==> src/rtl/cdb_arbiter_pkg.sv <==
// Shared constants for the CDB arbiter: default geometry and the fixed
// source index assignment of the result producers.
package cdb_arbiter_pkg;

    localparam int SRC_ALU = 0;
    localparam int SRC_LSB = 1;
    localparam int SRC_BRU = 2;

    localparam int NSRC_DEF   = 3;
    localparam int DEPTH_DEF  = 2;
    localparam int TAG_W_DEF  = 5;
    localparam int DATA_W_DEF = 32;

    // Round-robin successor of a source index, wrapping at n.
    function automatic int rr_next(input int cur, input int n);
        return (cur + 1 >= n) ? 0 : cur + 1;
    endfunction

endpackage

==> src/rtl/cdb_arbiter_src_fifo.sv <==
// Small per-producer FIFO holding (ROB tag, value) pairs waiting for the CDB.
// Head entry is presented combinationally so the arbiter can register it on pop.
module cdb_src_fifo #(
    parameter int DEPTH  = 2,
    parameter int TAG_W  = 5,
    parameter int DATA_W = 32
) (
    input  logic              clk,
    input  logic              srst,
    input  logic              flush,
    input  logic              push,
    input  logic              pop,
    input  logic [TAG_W-1:0]  push_tag,
    input  logic [DATA_W-1:0] push_data,
    output logic [TAG_W-1:0]  head_tag,
    output logic [DATA_W-1:0] head_data,
    output logic              full,
    output logic              empty
);
    localparam int PTR_W = (DEPTH > 1) ? $clog2(DEPTH) : 1;
    localparam int CNT_W = $clog2(DEPTH + 1);

    logic [TAG_W-1:0]  tag_mem  [DEPTH];
    logic [DATA_W-1:0] data_mem [DEPTH];
    logic [PTR_W-1:0]  wr_ptr_reg;
    logic [PTR_W-1:0]  rd_ptr_reg;
    logic [CNT_W-1:0]  count_reg;

    always_ff @(posedge clk) begin
        if (push) begin
            tag_mem[wr_ptr_reg]  <= push_tag;
            data_mem[wr_ptr_reg] <= push_data;
        end
    end

    // DEPTH is a power of two, so pointers wrap by natural overflow.
    always_ff @(posedge clk) begin
        if (srst || flush) begin
            wr_ptr_reg <= '0;
            rd_ptr_reg <= '0;
            count_reg  <= '0;
        end else begin
            if (push) wr_ptr_reg <= wr_ptr_reg + PTR_W'(1);
            if (pop)  rd_ptr_reg <= rd_ptr_reg + PTR_W'(1);
            if (push && !pop)
                count_reg <= count_reg + CNT_W'(1);
            else if (pop && !push)
                count_reg <= count_reg - CNT_W'(1);
        end
    end

    assign head_tag  = tag_mem[rd_ptr_reg];
    assign head_data = data_mem[rd_ptr_reg];
    assign full      = (count_reg == CNT_W'(DEPTH));
    assign empty     = (count_reg == '0);

endmodule

==> src/rtl/cdb_arbiter.sv <==
// Round-robin arbiter sharing the single ROB result-write path (the CDB)
// between the ALU, LSB and branch unit, one registered broadcast per cycle.
module cdb_arbiter
    import cdb_arbiter_pkg::*;
#(
    parameter int NSRC   = NSRC_DEF,
    parameter int DEPTH  = DEPTH_DEF,
    parameter int TAG_W  = TAG_W_DEF,
    parameter int DATA_W = DATA_W_DEF,
    localparam int SRC_W = (NSRC > 1) ? $clog2(NSRC) : 1
) (
    input  logic                   clk_in,
    input  logic                   rst_in,
    input  logic                   rdy_in,
    input  logic                   clear_in,
    input  logic [NSRC-1:0]        src_valid_in,
    input  logic [NSRC*TAG_W-1:0]  src_tag_in,
    input  logic [NSRC*DATA_W-1:0] src_data_in,
    output logic [NSRC-1:0]        src_ready_out,
    output logic                   cdb_valid_out,
    output logic [TAG_W-1:0]       cdb_tag_out,
    output logic [DATA_W-1:0]      cdb_data_out,
    output logic [SRC_W-1:0]       cdb_src_out,
    output logic                   busy_out
);
    logic [NSRC-1:0]   full;
    logic [NSRC-1:0]   empty;
    logic [NSRC-1:0]   push;
    logic [NSRC-1:0]   pop;
    logic [TAG_W-1:0]  head_tag  [NSRC];
    logic [DATA_W-1:0] head_data [NSRC];

    logic              flush;
    logic              has_winner;
    logic [SRC_W-1:0]  winner;
    logic [SRC_W-1:0]  rr_ptr_reg;
    logic              cdb_valid_reg;
    logic [TAG_W-1:0]  cdb_tag_reg;
    logic [DATA_W-1:0] cdb_data_reg;
    logic [SRC_W-1:0]  cdb_src_reg;

    assign flush = rdy_in && clear_in;

    // Ready looks only at the registered count, never at this cycle's pop.
    generate
        for (genvar gi = 0; gi < NSRC; gi++) begin : g_src
            assign src_ready_out[gi] = rdy_in && !full[gi];
            assign push[gi] = rdy_in && !clear_in && !rst_in &&
                              src_valid_in[gi] && !full[gi];
            assign pop[gi]  = rdy_in && !clear_in && !rst_in &&
                              has_winner && (winner == SRC_W'(gi));

            cdb_src_fifo #(
                .DEPTH (DEPTH),
                .TAG_W (TAG_W),
                .DATA_W(DATA_W)
            ) u_fifo (
                .clk      (clk_in),
                .srst     (rst_in),
                .flush    (flush),
                .push     (push[gi]),
                .pop      (pop[gi]),
                .push_tag (src_tag_in[gi*TAG_W +: TAG_W]),
                .push_data(src_data_in[gi*DATA_W +: DATA_W]),
                .head_tag (head_tag[gi]),
                .head_data(head_data[gi]),
                .full     (full[gi]),
                .empty    (empty[gi])
            );
        end
    endgenerate

    // Scan from the far end back toward rr_ptr so the closest non-empty source wins.
    always_comb begin
        has_winner = 1'b0;
        winner     = '0;
        for (int k = NSRC - 1; k >= 0; k--) begin
            int idx;
            idx = int'(rr_ptr_reg) + k;
            if (idx >= NSRC) idx = idx - NSRC;
            if (!empty[idx]) begin
                has_winner = 1'b1;
                winner     = SRC_W'(idx);
            end
        end
    end

    always_ff @(posedge clk_in) begin
        if (rst_in) begin
            cdb_valid_reg <= 1'b0;
            cdb_tag_reg   <= '0;
            cdb_data_reg  <= '0;
            cdb_src_reg   <= '0;
            rr_ptr_reg    <= '0;
        end else if (rdy_in) begin
            if (clear_in) begin
                cdb_valid_reg <= 1'b0;
                rr_ptr_reg    <= '0;
            end else if (has_winner) begin
                cdb_valid_reg <= 1'b1;
                cdb_tag_reg   <= head_tag[winner];
                cdb_data_reg  <= head_data[winner];
                cdb_src_reg   <= winner;
                rr_ptr_reg    <= SRC_W'(rr_next(int'(winner), NSRC));
            end else begin
                cdb_valid_reg <= 1'b0;
            end
        end
    end

    assign cdb_valid_out = cdb_valid_reg;
    assign cdb_tag_out   = cdb_tag_reg;
    assign cdb_data_out  = cdb_data_reg;
    assign cdb_src_out   = cdb_src_reg;
    assign busy_out      = |(~empty);

endmodule

==> config.mk <==
export PLATFORM = sky130hd
export DESIGN_NAME = cdb_arbiter
export DESIGN_NICKNAME = d
export VERILOG_FILES = /design/src/rtl/cdb_arbiter_pkg.sv /design/src/rtl/cdb_arbiter_src_fifo.sv /design/src/rtl/cdb_arbiter.sv
export SDC_FILE = /design/constraint.sdc
export NUM_CORES = 1
export LEC_CHECK = 0
export BUFFER_PORTS_ARGS = -buffer_cell sky130_fd_sc_hd__buf_2
export CORE_MARGIN = 1.5
export CORE_UTILIZATION = 45
export CTS_CLUSTER_DIAMETER = 30
export DETAILED_ROUTE_END_ITERATION = 6
export PLACE_DENSITY = 0.67
export REMOVE_ABC_BUFFERS = 1
export SLEW_MARGIN = 20
export SYNTH_ARGS = -nofsm -noshare
export SYNTH_HDL_FRONTEND = slang
export SYNTH_SLANG_ARGS = --single-unit
==> constraint.sdc <==
create_clock -name clk_in -period 3.79 [get_ports clk_in]
set_input_delay 0.5685 -clock clk_in [delete_from_list [all_inputs] [get_ports clk_in]]
set_output_delay 0.5685 -clock clk_in [all_outputs]
set_load 0.005 [all_outputs]
==> results of run 1 <==
## metrics by stage
stage               power [uW]  setup TNS (ns)
floorplan                 3680          -75.53
global placement          3910               0
detailed placement        3910               0
CTS                       9100               0
global route              9290               0
finish                    9020               0
## logic make-up after synthesis
group | count (synthesis)
fa+ha+maj | 5
xor+xnor | 9
buf+inv | 65
mux | 115
compound gates | 98
simple gates | 171
flops | 279
## cell usage in the layout (no fill, tap or decap), types with 6 or more instances in the layout
cell,n
sky130_fd_sc_hd__clkinv_2,9
sky130_fd_sc_hd__buf_12,6
sky130_fd_sc_hd__nand2_1,8
sky130_fd_sc_hd__inv_1,10
sky130_fd_sc_hd__bufinv_16,15
sky130_fd_sc_hd__a21oi_1,45
sky130_fd_sc_hd__mux2_2,111
sky130_fd_sc_hd__nor2_1,15
sky130_fd_sc_hd__nor2_4,6
sky130_fd_sc_hd__a32oi_1,37
sky130_fd_sc_hd__clkbuf_8,6
sky130_fd_sc_hd__dfxtp_1,54
sky130_fd_sc_hd__nand2b_1,42
sky130_fd_sc_hd__nand4_1,75
sky130_fd_sc_hd__clkinvlp_4,6
sky130_fd_sc_hd__xor2_1,6
sky130_fd_sc_hd__buf_2,161
sky130_fd_sc_hd__edfxtp_1,222
sky130_fd_sc_hd__buf_4,9
sky130_fd_sc_hd__clkbuf_16,52
## cell type report
class	count	area, um^2
Sequential cell	279	7820
Clock buffer	61	1400
Clock inverter	37	606
Timing Repair Buffer	176	993
Antenna cell	1	2.50
Tap cell	324	405
Fill cell	1914	9960
Inverter	10	37.5
Multi-Input combinational cell	398	3170
## routing by layer
layer | GRT usage | up-vias | wire length [um]
met5 | 0 | - | 38
met4 | 0.0926 | 6 | 801
met3 | 0.0377 | 71 | 1740
met2 | 0.367 | 298 | 13600
met1 | 0.263 | 3530 | 10800
li1 | - | 3305 | -
## worst max-delay path, delay by kind of cell (launching register included)
kind,cells,cell delay (ns)
DFF,1,0.35
AOI/OAI and AO/OA,2,0.52
and+or+nand+nor,4,1.41
buffers and inverters,1,0.06
adders and majority gates,2,0.76
## power groups by stage
stage	combinational [uW]	sequential (uW)	clock, uW
after floorplan	218	3460	0
after global placement	437	3470	0
after global routing	488	3420	5380
final	446	3410	5160
after detailed placement	444	3470	0
after CTS	449	3420	5230
## path summary, 6_finish.rpt
| path | slack, ns | cells after the start | from | to |
|---|---|---|---|---|
| max | 0.62 | 9 | rr_ptr_reg[0] | g_src[1].u_fifo.count_reg[1] |
| min | 0.20 | 1 | src_data_in[78] | g_src[2].u_fifo.data_mem[1][14] |
| max reg2reg | 0.62 | 9 | rr_ptr_reg[0] | g_src[1].u_fifo.count_reg[1] |
| min reg2reg | 0.44 | 2 | cdb_valid_out | cdb_valid_out |
==> summary.json, run 1 <==
{
  "setup_path": {
    "worstPathMaxFanout": 11,
    "timing.critical_path.required_ns": 4.26,
    "path_cells": "inv_1, ha_1, nor2_1, o211ai_1, nand3b_2, or4_1, ha_1, or3_1, a21oi_1",
    "critPathMostFrequentCell": "sky130_fd_sc_hd__ha_1",
    "cp_data_arrival_time_ns": 3.64,
    "delay_of_the_slowest_cell_on_the_worst_path_ns": 0.59,
    "slowest_stage": "sky130_fd_sc_hd__or4_1",
    "critPathLaunchType": "flop",
    "endpoint_kind": "flop",
    "timing.setup.critical_path_class": "flop to flop"
  },
  "sta": {
    "finalHoldWorstSlack_ns": 0.204,
    "timing_worst_slew_pin_value_ns": 0.904,
    "report.final.setup_viol": 0,
    "report.final.hold_viol_count": 0,
    "finalCritPeriodShare": 0.838,
    "setup_ws_ns": 0.616,
    "max_freq_mhz": 315,
    "timing.final.max_slew_violations": 0,
    "clock-skew-final_ns": 0.0187,
    "rsz0062_at_grt": "no",
    "period_minus_slack_ns": 3.17,
    "slew-limit-headroom": 0.397
  },
  "synthesis": {
    "synthDistinctLibCells": 42,
    "yosys-top-cells-area": "sky130_fd_sc_hd__edfxtp_1, sky130_fd_sc_hd__mux2_2, sky130_fd_sc_hd__dfxtp_1",
    "synth_edf_count": 222,
    "synth_async_sr_flop_share": 0,
    "synthXorXnorAreaFrac": 0.00704,
    "post-synth-top-area-cell": "sky130_fd_sc_hd__edfxtp_1",
    "synth.yosys.warnings": 0,
    "area_share_of_fa_ha_maj_cells_after_synthesis": 0.00559,
    "netlist_instances": 742,
    "syn-cell-area_um2": 11200,
    "post-synth-top-count-cell": "sky130_fd_sc_hd__edfxtp_1",
    "synth_compound_area_frac": 0.0596,
    "ys_seq_elements": 279,
    "synth_mux_area_frac": 0.115,
    "dominant_combinational_cell_family_by_area_after_synthesis": "multiplexers",
    "synth_top_cells_by_count": "sky130_fd_sc_hd__edfxtp_1, sky130_fd_sc_hd__mux2_2, sky130_fd_sc_hd__nand4_1",
    "synth_simple_gate_area_frac": 0.0901,
    "fraction_of_the_yosys_area_taken_by_sequential_cells": 0.698,
    "synthFlopType": "sky130_fd_sc_hd__edfxtp_1",
    "proportion_of_netlist_area_held_by_the_largest_area_contributor": 0.596,
    "syn-mean-instance-area_um2": 15.1
  },
  "placed_design": {
    "place.port_buffers": 161,
    "placed_cell_area_um2": 12400,
    "dpl.cell_count": 1187,
    "routabilityCongestion": 0.843,
    "post-place-ws_ns": 0.710,
    "dpl.hpwl_mm": 15.4
  },
  "grt": {
    "grt_antenna_before_repair": 4,
    "track_usage": 0.213,
    "globalRouteOverflowTotal": 0,
    "vias_in_the_first_global_route": 7603,
    "largest_net_degree_at_the_start_of_global_routing": 75,
    "first_pass_grt_wire_length_mm": 41.7
  },
  "outcome": {
    "run_status": "finished clean"
  },
  "clocking": {
    "post-cts-setup-buffers": 0,
    "tritoncts": "done",
    "cts_repair_resize_count": 0,
    "clk-insertion-delay-late_ns": 0.55,
    "cts_inserted_buffers": 52,
    "clock_sinks": 279,
    "clock_tree.htree_level_count": 2,
    "cts.reportedPaths.clkPinSlew_ns": 0.05,
    "cts.hold.buffers_added": 0,
    "cell_at_the_root_of_the_clock_tree": "sky130_fd_sc_hd__clkbuf_16",
    "clk_path_buf_depth": 3
  },
  "drt": {
    "avgRoutedWirePerCell_um": 21.0,
    "wl_mm": 27.0,
    "via_count": 7210,
    "via_per_inst": 5.61,
    "initialDrtViolationCount": 400,
    "detail_route.first_pass.iterations": 4,
    "drc": 0,
    "drtAntennaViolNets": 0
  },
  "worst_hold_path": {
    "hold_path_class": "input port to flop"
  },
  "power_and_ir_drop": {
    "power.switching_fraction": 0.202,
    "p_int_uw": 7200,
    "power_leakage_uw": 0.00531,
    "combPwrFrac": 0.049,
    "p_clk_frac": 0.572,
    "power_switching_uw": 1820,
    "ir_drop_uv": 385,
    "power_frac_seq": 0.378,
    "power_per_cell_area_nw_per_um2": 625
  },
  "cells_and_area": {
    "area_delta_synth_final_pct": 29.0,
    "finish.cell_count_without_fillers": 1286,
    "fin_util": 0.592,
    "largest_register": "g_src.u_fifo.data_mem",
    "final_net_count": 1040,
    "fin_area_um2": 14400,
    "post_route_cells_drive_above_1_share": 0.414,
    "largest_register_ffs": 192
  },
  "floorplanning": {
    "fp-row-count": 57,
    "coreArea_um2": 24400,
    "die-area_um2": 25800,
    "floorplan.die.height_um": 161,
    "initial_core_util": 0.459,
    "fp.dieW_um": 161,
    "ioPinCount": 162
  },
  "job": {
    "cap_violations": 0
  }
}
(Power assumes the default switching activity.)
==> inputs of run 2 (changes only) <==
- clock period: 3.79 -> 3.3 ns (I/O delays scaled with it)
==> run 2 against run 1 <==
First-iteration DRC count increased by 31%. Total power rose by 4.4%. Critical path depth stayed put. Hold slack got worse by 0.060 ns. Design area down 1.9%. Largest cell class unchanged. Global-route usage is 0.28 points lower. Highest routed layer unchanged. Sequential share of layout area rose by 0.99 points. Core utilization decreased by 1.1 points. Clock power shrank 3%. Die area unchanged.
==> summary.json, run 2 (synthesis gave the netlist of run 1 again) <==
{
  "sta": {
    "finalCritPeriodShare": 0.893,
    "timing.final.max_slew_violations": 0,
    "setup_ws_ns": 0.353,
    "slew-limit-headroom": 0.376,
    "report.final.hold_viol_count": 0,
    "max_freq_mhz": 339,
    "timing_worst_slew_pin_value_ns": 0.936,
    "report.final.setup_viol": 0,
    "clock-skew-final_ns": 0.0136,
    "period_minus_slack_ns": 2.95,
    "rsz0062_at_grt": "no"
  },
  "setup_path": {
    "worst_setup_path_startpoint": "rr_ptr_reg[0]",
    "worstPathMaxFanout": 6,
    "worst_setup_path_endpoint": "g_src[0].u_fifo.count_reg[1]",
    "critPathLaunchType": "flop",
    "timing.critical_path.required_ns": 3.76,
    "r2r_end": "g_src[0].u_fifo.count_reg[1]",
    "timing.reg2reg.worst_path_depth": 9,
    "cp_data_arrival_time_ns": 3.41,
    "r2r_setup_slack_ns": 0.35,
    "r2r-start": "rr_ptr_reg[0]",
    "endpoint_kind": "flop",
    "timing.setup.critical_path_class": "flop to flop"
  },
  "clocking": {
    "clock_sinks": 279,
    "clk-insertion-delay-late_ns": 0.54,
    "cts.reportedPaths.clkPinSlew_ns": 0.05,
    "post-cts-setup-buffers": 0,
    "cts.hold.buffers_added": 0,
    "cts_inserted_buffers": 51,
    "cts_repair_resize_count": 0,
    "cell_at_the_root_of_the_clock_tree": "sky130_fd_sc_hd__clkbuf_16",
    "clk_path_buf_depth": 3,
    "clock_tree.htree_level_count": 2,
    "tritoncts": "done"
  },
  "drt": {
    "detail_route.first_pass.iterations": 5,
    "wl_mm": 27.3,
    "via_per_inst": 5.54,
    "avgRoutedWirePerCell_um": 21.2,
    "drtAntennaViolNets": 0,
    "initialDrtViolationCount": 524,
    "via_count": 7119,
    "drc": 0
  },
  "outcome": {
    "run_status": "finished clean"
  },
  "floorplanning": {
    "fp-row-count": 57,
    "initial_core_util": 0.459,
    "die-area_um2": 25800,
    "fp.dieW_um": 161,
    "coreArea_um2": 24400,
    "ioPinCount": 162,
    "floorplan.die.height_um": 161
  },
  "power_and_ir_drop": {
    "combPwrFrac": 0.056,
    "power_leakage_uw": 0.00519,
    "ir_drop_uv": 387,
    "power_switching_uw": 2030,
    "p_int_uw": 7380,
    "power_per_cell_area_nw_per_um2": 665,
    "power_frac_seq": 0.416,
    "power.switching_fraction": 0.216,
    "p_clk_frac": 0.529
  },
  "placed_design": {
    "post-place-ws_ns": 0.383,
    "dpl.cell_count": 1190,
    "place.port_buffers": 161,
    "routabilityCongestion": 0.812,
    "dpl.hpwl_mm": 15.9
  },
  "grt": {
    "first_pass_grt_wire_length_mm": 41.5,
    "globalRouteOverflowTotal": 0,
    "largest_net_degree_at_the_start_of_global_routing": 75,
    "track_usage": 0.210,
    "vias_in_the_first_global_route": 7394,
    "grt_antenna_before_repair": 2
  },
  "cells_and_area": {
    "finish.cell_count_without_fillers": 1285,
    "final_net_count": 1043,
    "largest_register_ffs": 192,
    "area_delta_synth_final_pct": 26.5,
    "layout.cells.most_common_list": "sky130_fd_sc_hd__edfxtp_1, sky130_fd_sc_hd__buf_2, sky130_fd_sc_hd__mux2_2",
    "largest_register": "g_src.u_fifo.data_mem",
    "final_common_cell": "sky130_fd_sc_hd__edfxtp_1",
    "post_route_cells_drive_above_1_share": 0.407,
    "fill_cells": 1958
  },
  "job": {
    "cap_violations": 0
  },
  "worst_hold_path": {
    "hold_path_class": "input port to flop"
  }
}
## run 2: changes by cell type in the layout (fill, tap and decap cells not counted), sizes merged
cell	before	now
bufinv	15	5
buf	176	180
clkinv	13	17
clkbuf	61	62
## run 2: final cells by class
| class | instances | area (um^2) | area share |
|---|---|---|---|
| Sequential cell | 279 | 7810 | 0.552 |
| Multi-Input combinational cell | 398 | 3170 | 0.224 |
| Clock buffer | 62 | 1350 | 0.0953 |
| Timing Repair Buffer | 180 | 1050 | 0.0740 |
| Tap cell | 324 | 405 | 0.0286 |
| Clock inverter | 31 | 332 | 0.0234 |
| Inverter | 10 | 37.5 | 0.00265 |
| Antenna cell | 1 | 2.50 | 0.000177 |
## run 2: worst min path at each step
stage	from	to	cells after the start
after global placement	cdb_valid_out	cdb_valid_out	2
after CTS	src_data_in[57]	g_src[1].u_fifo.data_mem[1][25]	1
after global routing	src_data_in[60]	g_src[1].u_fifo.data_mem[0][28]	1
after detailed placement	cdb_valid_out	cdb_valid_out	2
after floorplan	g_src[2].u_fifo.rd_ptr_reg	flop	1
final	src_data_in[53]	g_src[1].u_fifo.data_mem[1][21]	1
## run 2: stage by stage
| step | hold slack (ns) | TNS, ns | total power [uW] | utilization | area [um^2] |
|---|---|---|---|---|---|
| floorplan | 0.433 | -100.93 | 4230 | - | 11000 |
| global placement | 0.439 | 0 | 4490 | 0.511 | 12500 |
| detailed placement | 0.437 | 0 | 4500 | 0.511 | 12500 |
| CTS | 0.127 | 0 | 9460 | 0.580 | 14100 |
| global route | 0.123 | 0 | 9700 | 0.580 | 14200 |
| finish | 0.144 | 0 | 9420 | 0.581 | 14200 |
## run 2: power groups by stage
stage / clock, uW / combinational [uW] / sequential [uW]
floorplan: 0 / 250 / 3980
global placement: 0 / 509 / 3980
detailed placement: 0 / 521 / 3980
CTS: 5020 / 526 / 3920
global route: 5210 / 573 / 3920
finish: 4980 / 524 / 3920
## run 2: critical path: stages (launching register included)
cell and delay (ns):
sky130_fd_sc_hd__dfxtp_1 0.35, sky130_fd_sc_hd__inv_1 0.06, sky130_fd_sc_hd__ha_1 0.37, sky130_fd_sc_hd__o41a_1 0.44
sky130_fd_sc_hd__a31oi_2 0.19, sky130_fd_sc_hd__nand3_2 0.09, sky130_fd_sc_hd__or4_1 0.54, sky130_fd_sc_hd__ha_1 0.35
sky130_fd_sc_hd__or3_1 0.35, sky130_fd_sc_hd__a21oi_1 0.13
## run 2: per-layer routing
layer | vias to the layer above | routed length (um) | global-route usage
met5 | - | 7 | 0
li1 | 3285 | - | -
met1 | 3554 | 11300 | 0.268
met2 | 248 | 13900 | 0.364
met3 | 30 | 1730 | 0.0426
met4 | 2 | 351 | 0.0568
